`src/rtl/pc_fetch_pkg.sv`:
```
// Shared encodings for the fetch stage: FSM state values and the default reset PC.
package pc_fetch_pkg;

  localparam int unsigned INSTR_W = 32;
  localparam logic [31:0] PC_RESET = 32'h0000_0000;

  typedef enum logic [1:0] {
    FETCH_IDLE = 2'b00,
    FETCH_WAIT = 2'b01,
    FETCH_DROP = 2'b10
  } fetch_state_e;

endpackage

```
`src/rtl/pc_fetch_buf.sv`:
```
// Single-entry IF/ID output register; flush beats load, load beats drain.
// FETCH_MISALIGN_CHK_EN adds a misalign tag carried alongside pc/instr.
module pc_fetch_buf
  import pc_fetch_pkg::*;
#(
  parameter int unsigned ADDR_W = 32
) (
  input  logic               clk,
  input  logic               rst,
  input  logic               load,
  input  logic               flush,
  input  logic               drain,
  input  logic [ADDR_W-1:0]  load_pc,
  input  logic [INSTR_W-1:0] load_instr,
`ifdef FETCH_MISALIGN_CHK_EN
  input  logic               load_mis,
  output logic               mis,
`endif
  output logic               valid,
  output logic [ADDR_W-1:0]  pc,
  output logic [INSTR_W-1:0] instr
);

  always_ff @(posedge clk) begin
    if (rst) begin
      valid <= 1'b0;
      pc    <= '0;
      instr <= '0;
`ifdef FETCH_MISALIGN_CHK_EN
      mis   <= 1'b0;
`endif
    end else if (flush) begin
      valid <= 1'b0;
    end else if (load) begin
      valid <= 1'b1;
      pc    <= load_pc;
      instr <= load_instr;
`ifdef FETCH_MISALIGN_CHK_EN
      mis   <= load_mis;
`endif
    end else if (drain) begin
      valid <= 1'b0;
    end
  end

endmodule

```
`src/rtl/pc_fetch.sv`:
```
// Fetch PC register and single-outstanding IMEM request FSM with redirect squash.
// FETCH_MISALIGN_CHK_EN adds if_misalign for redirects to unaligned targets.
module pc_fetch
  import pc_fetch_pkg::*;
#(
  parameter int unsigned       ADDR_W   = 32,
  parameter logic [ADDR_W-1:0] RESET_PC = ADDR_W'(PC_RESET)
) (
  input  logic               clk,
  input  logic               rst,
  input  logic               redirect_valid,
  input  logic [ADDR_W-1:0]  redirect_pc,
  output logic               imem_req_valid,
  input  logic               imem_req_ready,
  output logic [ADDR_W-1:0]  imem_req_addr,
  input  logic               imem_rsp_valid,
  input  logic [INSTR_W-1:0] imem_rsp_data,
`ifdef FETCH_MISALIGN_CHK_EN
  output logic               if_misalign,
`endif
  output logic               if_valid,
  input  logic               if_ready,
  output logic [ADDR_W-1:0]  if_pc,
  output logic [INSTR_W-1:0] if_instr
);

  fetch_state_e      state_q, state_d;
  logic [ADDR_W-1:0] pc_q, pc_d;
  logic [ADDR_W-1:0] req_pc_q, req_pc_d;
  logic              buf_valid;
  logic              buf_load;
  logic              buf_flush;
  logic              req_fire;
`ifdef FETCH_MISALIGN_CHK_EN
  logic              mis_q, mis_d;
`endif

  assign imem_req_valid = (state_q == FETCH_IDLE) && !buf_valid && !redirect_valid && !rst;
  assign imem_req_addr  = pc_q;
  assign req_fire       = imem_req_valid && imem_req_ready;
  assign if_valid       = buf_valid;

  always_ff @(posedge clk) begin
    if (rst) begin
      state_q  <= FETCH_IDLE;
      pc_q     <= RESET_PC;
      req_pc_q <= '0;
`ifdef FETCH_MISALIGN_CHK_EN
      mis_q    <= 1'b0;
`endif
    end else begin
      state_q  <= state_d;
      pc_q     <= pc_d;
      req_pc_q <= req_pc_d;
`ifdef FETCH_MISALIGN_CHK_EN
      mis_q    <= mis_d;
`endif
    end
  end

  // Redirect overrides everything; a response landing with it is always discarded.
  always_comb begin
    state_d   = state_q;
    pc_d      = pc_q;
    req_pc_d  = req_pc_q;
    buf_load  = 1'b0;
    buf_flush = 1'b0;
`ifdef FETCH_MISALIGN_CHK_EN
    mis_d     = mis_q;
`endif
    if (redirect_valid) begin
      pc_d      = redirect_pc & ~ADDR_W'(3);
      buf_flush = 1'b1;
`ifdef FETCH_MISALIGN_CHK_EN
      mis_d     = |redirect_pc[1:0];
`endif
      case (state_q)
        FETCH_WAIT, FETCH_DROP: state_d = imem_rsp_valid ? FETCH_IDLE : FETCH_DROP;
        default:                state_d = FETCH_IDLE;
      endcase
    end else begin
      case (state_q)
        FETCH_IDLE: begin
          if (req_fire) begin
            req_pc_d = pc_q;
            pc_d     = pc_q + ADDR_W'(4);
            state_d  = FETCH_WAIT;
          end
        end
        FETCH_WAIT: begin
          if (imem_rsp_valid) begin
            buf_load = 1'b1;
            state_d  = FETCH_IDLE;
`ifdef FETCH_MISALIGN_CHK_EN
            mis_d    = 1'b0;
`endif
          end
        end
        FETCH_DROP: begin
          if (imem_rsp_valid) state_d = FETCH_IDLE;
        end
        default: state_d = FETCH_IDLE;
      endcase
    end
  end

  pc_fetch_buf #(.ADDR_W(ADDR_W)) u_buf (
    .clk        (clk),
    .rst        (rst),
    .load       (buf_load),
    .flush      (buf_flush),
    .drain      (if_ready),
    .load_pc    (req_pc_q),
    .load_instr (imem_rsp_data),
`ifdef FETCH_MISALIGN_CHK_EN
    .load_mis   (mis_q),
    .mis        (if_misalign),
`endif
    .valid      (buf_valid),
    .pc         (if_pc),
    .instr      (if_instr)
  );

endmodule

```
`config.mk`:
```
export PLATFORM = sky130hd
export DESIGN_NAME = pc_fetch
export DESIGN_NICKNAME = d
export VERILOG_FILES = /design/src/rtl/pc_fetch_pkg.sv /design/src/rtl/pc_fetch_buf.sv /design/src/rtl/pc_fetch.sv
export SDC_FILE = /design/constraint.sdc
export NUM_CORES = 1
export LEC_CHECK = 0
export BUFFER_PORTS_ARGS = -buffer_cell sky130_fd_sc_hd__buf_2
export CORE_MARGIN = 2
export CORE_UTILIZATION = 45
export CTS_CLUSTER_DIAMETER = 30
export DETAILED_ROUTE_END_ITERATION = 6
export PLACE_DENSITY = 0.83
export SETUP_SLACK_MARGIN = 0.5
export SLEW_MARGIN = 15
export SYNTH_ARGS = -nofsm -noshare
export SYNTH_HDL_FRONTEND = slang
export SYNTH_SLANG_ARGS = --single-unit
export TNS_END_PERCENT = 20
```
`constraint.sdc`:
```
create_clock -name clk -period 3.98 [get_ports clk]
set_clock_uncertainty 0.05 [all_clocks]
set_input_delay 0.398 -clock clk [delete_from_list [all_inputs] [get_ports clk]]
set_output_delay 0.398 -clock clk [all_outputs]
set_load 0.005 [all_outputs]
```
[Word-level counts from Yosys, hierarchy flattened]
Cells that the tools add are included.
W data, S select, Z words.
Storage, ports and cells
  output and inout bits: 98
  logic and storage cells: 48
  register bits after elaboration: 131
  input bits: 70
Operators by class
  bitwise operators: 2
  mux-type cells: 15
  equal/unequal tests: 4
  add/subtract/negate cells: 1
  reductions and logical operators: 19
Operators with widths (count)
  $mux W32: 3
  $add A32 B3 Y32 const B: 1
  $mux W2: 5
  $reduce_and A2 Y1: 4
  $mux W1: 6
  $reduce_bool A2 Y1: 3
  $reduce_or A2 Y1: 3
  $logic_and A1 B1 Y1: 4
  $pmux W2 S2: 1
  $logic_not A1 Y1: 3
  $ne A3 B1 Y1 const B: 1
  $ne A3 B3 Y1 const B: 1
  $reduce_and A3 Y1: 1
  $eq A2 B1 Y1 const B: 1
  $eq A2 B2 Y1 const B: 1
  $logic_not A2 Y1: 1
  $not A1 Y1: 2

[Depth between registers and ports, before layout]
  depth after elaboration: 8
  gate-level depth with buffers: 9

[By module]
Synthesis repeated with hierarchy kept, for this count alone.
Second synthesis, totals
  cell total of the unflattened synthesis: 693
  area, all modules: 6347.3 µm²
Modules (own cells, without submodules)
  pc_fetch_buf: area an instance 3268.1 µm², cells each 296, instances 1
  pc_fetch: area an instance 3079.2 µm², cells each 397, instances 1

[Worst setup path after synthesis]
OpenSTA, ideal clock, no wires.
  path type: register to register
  start: register state_q[1]
  end: register pc_q[17], in the netlist imem_req_addr[17]
  library setup time: 0.075 ns
  arrival time: 2.164 ns
  clock period less this slack: 2.289 ns
  data required time: 3.855 ns
  cell stages (with the launch flop): 8
  slack: 1.691 ns
  path through: dfxtp_1 inv_1 ha_1 or4b_4 or4_4 buf_6 or3_1 a31oi_1
On the way
  longest elaborated chain between the ends: 7
  elaborated cells on any way between the ends: 8
Ends and longest elaborated chain
  from (decl): RTL line pc_fetch.sv:27  | fetch_state_e state_q, state_d;
  from (signal assigned): RTL line pc_fetch.sv:52  | state_q <= state_d;
  $logic_not A2 Y1 (*): RTL line pc_fetch.sv:38, pc_fetch.sv:82
  $logic_and A1 B1 Y1 (3 in a row): RTL line pc_fetch.sv:38  | assign imem_req_valid = (state_q == FETCH_IDLE) && !buf_valid && !redirect_valid && !rst;
  $logic_and A1 B1 Y1: RTL line pc_fetch.sv:40  | assign req_fire = imem_req_valid && imem_req_ready;
  $reduce_bool A2 Y1 (no source line)
  $reduce_and A2 Y1 (no source line) (*)
  to (signal assigned): RTL line pc_fetch.sv:53  | pc_q <= pc_d;
  to (decl): RTL line pc_fetch.sv:28  | logic [ADDR_W-1:0] pc_q, pc_d;
Every way passes the cells marked *; elsewhere a longest branch is shown, timed or not.
A chain may end at the register's enable or synchronous reset.

[Worst setup path in the final report]
  start: register pc_q[7], in the netlist imem_req_addr[7]
  end: register pc_q[26], in the netlist imem_req_addr[26]
On the way
  longest elaborated chain between the ends: 4
Ends and longest elaborated chain
  $add A32 B3 Y32: RTL line pc_fetch.sv:86  | pc_d = pc_q + ADDR_W'(4);
  $mux W32: RTL line pc_fetch.sv:84  | if (req_fire) begin
  $mux W32: RTL line pc_fetch.sv:82  | case (state_q)
  $mux W32: RTL line pc_fetch.sv:71  | if (redirect_valid) begin
Every way passes these cells. The select of a mux whose other input is x is not followed.

==> flow_summary.json <==
{
  "cts_buffer_depth": 2,
  "h-tree-depth": 4,
  "grt_pass1_vias": 4359,
  "clock_latency_ps": 520,
  "vdd_drop_max_v": 0.000358,
  "syn-mean-instance-area_sq_um": 7.87,
  "synth-edff-count": 0,
  "die_h_um": 110,
  "hold_path_depth": 3,
  "hpwl_um": 8960,
  "status": "completed",
  "ys_seq_area_share_pct": 49.6,
  "grt_busiest_layer": "met2",
  "final_layout_size_suffix_gt1_share_pct": 26.3,
  "p_per_area_mw_per_mm2": 469,
  "start_util_pct": 46.3,
  "firstDrtPassIters": 5,
  "crit_path_end_kind": "register",
  "synth_top_area_share_pct": 49.6,
  "n_fill_cell": 1016,
  "layout.nets": 857,
  "syn_area_sq_mm": 0.00505,
  "met1_usage_pct": 29.0,
  "die_x_um": 110,
  "start_kind": "register",
  "synthFlopType": "dfxtp_1",
  "cpLargestDelayFamily": "simple AND/OR/NAND/NOR gates",
  "synthXorXnorAreaFrac_pct": 2.95,
  "synth-adder-area-share_pct": 0.744,
  "cts.clk_slew.worst_paths_ps": 60,
  "routabilityCongestion": 0.888,
  "numCtsBuffers": 17,
  "clock-sinks": 125,
  "wire_per_inst_um": 14.5,
  "period_share_pct": 63.1,
  "max_slew_margin_pct": 34.2,
  "crit_arrival_ps": 2900,
  "post_cts_resized": 0,
  "min_path_type": "input pin to register",
  "drv_cap": 0,
  "viasPerCell": 5.16,
  "multi_input_area_sq_mm": 0.00233,
  "grt_pass1_wl_um": 21200,
  "wirelength_um": 13600,
  "drtAntennaViolNets": 0,
  "portBuffers": 161,
  "hold_viol": 0,
  "areaGrowthSynthToFinish_pct": 28.8,
  "path_buf_inv": 0,
  "synthMuxAreaShare_pct": 0.620,
  "final_cell_mix": "206 x nand2_1, 160 x buf_2, 125 x dfxtp_1",
  "synthSimpleGateAreaFrac_pct": 25.1,
  "setup_tns_ps": 0,
  "grt_max_degree": 97,
  "root_buffer": "clkbuf_8",
  "core_sq_mm": 0.0109,
  "hold_slack_ps": 59.6,
  "final_area_sq_mm": 0.00650,
  "post-route-util_pct": 59.7,
  "dpl_cell_area_sq_mm": 0.00590,
  "post-cts-setup-buffers": 0,
  "hold_buffers": 0,
  "synth-compound-area-share_pct": 16.2,
  "yosys.cell_types.count": 47,
  "grt_antenna_before_repair": 0,
  "grt_use_met2_pct": 36.3,
  "drtIter0Drc": 354,
  "synth-seq-cells": 125,
  "slowest_delay_ps": 890,
  "reg2reg_depth": 5,
  "seq_area_sq_mm": 0.00250,
  "rsz0062_at_grt": "no",
  "yosysWarnings": 0,
  "crit_type": "register to register",
  "required_ps": 4370,
  "period_minus_slack_ps": 2510,
  "timing.fmax_mhz": 398,
  "worst_slew_pin_slew_ps": 987,
  "setup_violations": 0,
  "synthArstFlopShare_pct": 0,
  "p_leak_uw": 0.00262,
  "cp_slowest_cell": "nor4_2",
  "critical_path.max_fanout": 10,
  "grtUsageTotal_pct": 22.8,
  "yosysTopAreaCell": "dfxtp_1",
  "overflow": 0,
  "num_rows": 38,
  "synth.area.top_cells": "dfxtp_1 50%, nand2_1 15%, a21oi_1 11%",
  "drc": 0,
  "crit_cells": 5,
  "grtUsageMet3_pct": 6.70,
  "die_area_sq_mm": 0.0121,
  "cts_tree": "yes",
  "synthCells": 641,
  "cp_cell_sequence": "nand4_1, nor4_2, nand2_1, or3_1, a31oi_1",
  "vias": 4843,
  "maxSlewViolCount": 0,
  "synth_top_family_by_area": "simple AND/OR/NAND/NOR gates",
  "io_pins": 168,
  "final_common_cell": "nand2_1"
}
[metal layers]
metal	vias to the layer above	share of wire [%]
met5	-	0
met4	0	1.7
met3	20	7.2
met2	172	48
met1	2188	43
li1	2463	-
[metrics by stage]
step | cells | setup slack, ps | total power [uW]
2_1_floorplan | 644 | 1690 | 1440
3_3_place_gp | 905 | 1370 | 1520
3_5_place_dp | 905 | 1350 | 1520
4_1_cts | 937 | 1520 | 3070
5_1_grt | 937 | 1260 | 3150
6_report | 938 | 1470 | 3050
[power breakdown]
group / leakage, uW / internal [uW] / switching (uW) / total, uW
Clock: 0.000285 / 973 / 575 / 1550
Sequential: 0.00101 / 1280 / 37.8 / 1320
Combinational: 0.00132 / 77.0 / 104 / 181
[worst register-to-register path, delay by kind of cell, from the launching register on]
kind,cells,cell delay (ps)
flip-flops,1,510
AO/OA/AOI/OAI,1,160
AND/OR/NAND/NOR,4,1720
[worst paths after layout]
check,startpoint,endpoint,slack [ps]
setup / recovery,imem_req_addr[7]$_SDFFE_PP0P_,imem_req_addr[26]$_SDFFE_PP0P_,1470
hold reg to reg,req_pc_q[6]$_SDFFE_PP0P_,u_buf.pc[6]$_SDFFE_PP0P_,400
hold / removal,imem_rsp_data[31],u_buf.instr[31]$_SDFFE_PP0P_,60
setup reg to reg,imem_req_addr[7]$_SDFFE_PP0P_,imem_req_addr[26]$_SDFFE_PP0P_,1470
[logic make-up after synthesis]
group                      count (synthesis)
and+or+nand+nor                          290
buffers and inverters                     55
adders and majority gates                  3
xor gates and xnor gates                  17
muxes                                      3
AOI/OAI and AO/OA                        147
other                                      1
DFF                                      125
[cells in the mapped netlist (6+ instances only)]
cell type,number
a21oi_1,110
a31oi_1,8
and2_1,6
clkbuf_1,40
dfxtp_1,125
inv_1,7
nand2_1,206
nand3_1,14
nand4_1,9
nor2_1,19
nor3_1,7
nor4_1,6
o22ai_1,8
xnor2_1,8
xor2_1,9
[state kept, by name, indices dropped and copies added, names as in the netlist]
name and count:
req_pc_q 30, u_buf.valid 1, u_buf.pc 30, state_q 2, imem_req_addr 30, u_buf.instr 32
[layout make-up]
cell class                 count  area share [%]
clock inverter                13            2.50
inverter                       8           0.462
antenna                        1          0.0385
multi-input combinational    464            35.9
timing repair buffer         168            13.2
clock buffer                  19            6.64
sequential                   125            38.5
tap                          140            2.70
Note: power is estimated with default switching activity, not from simulation.
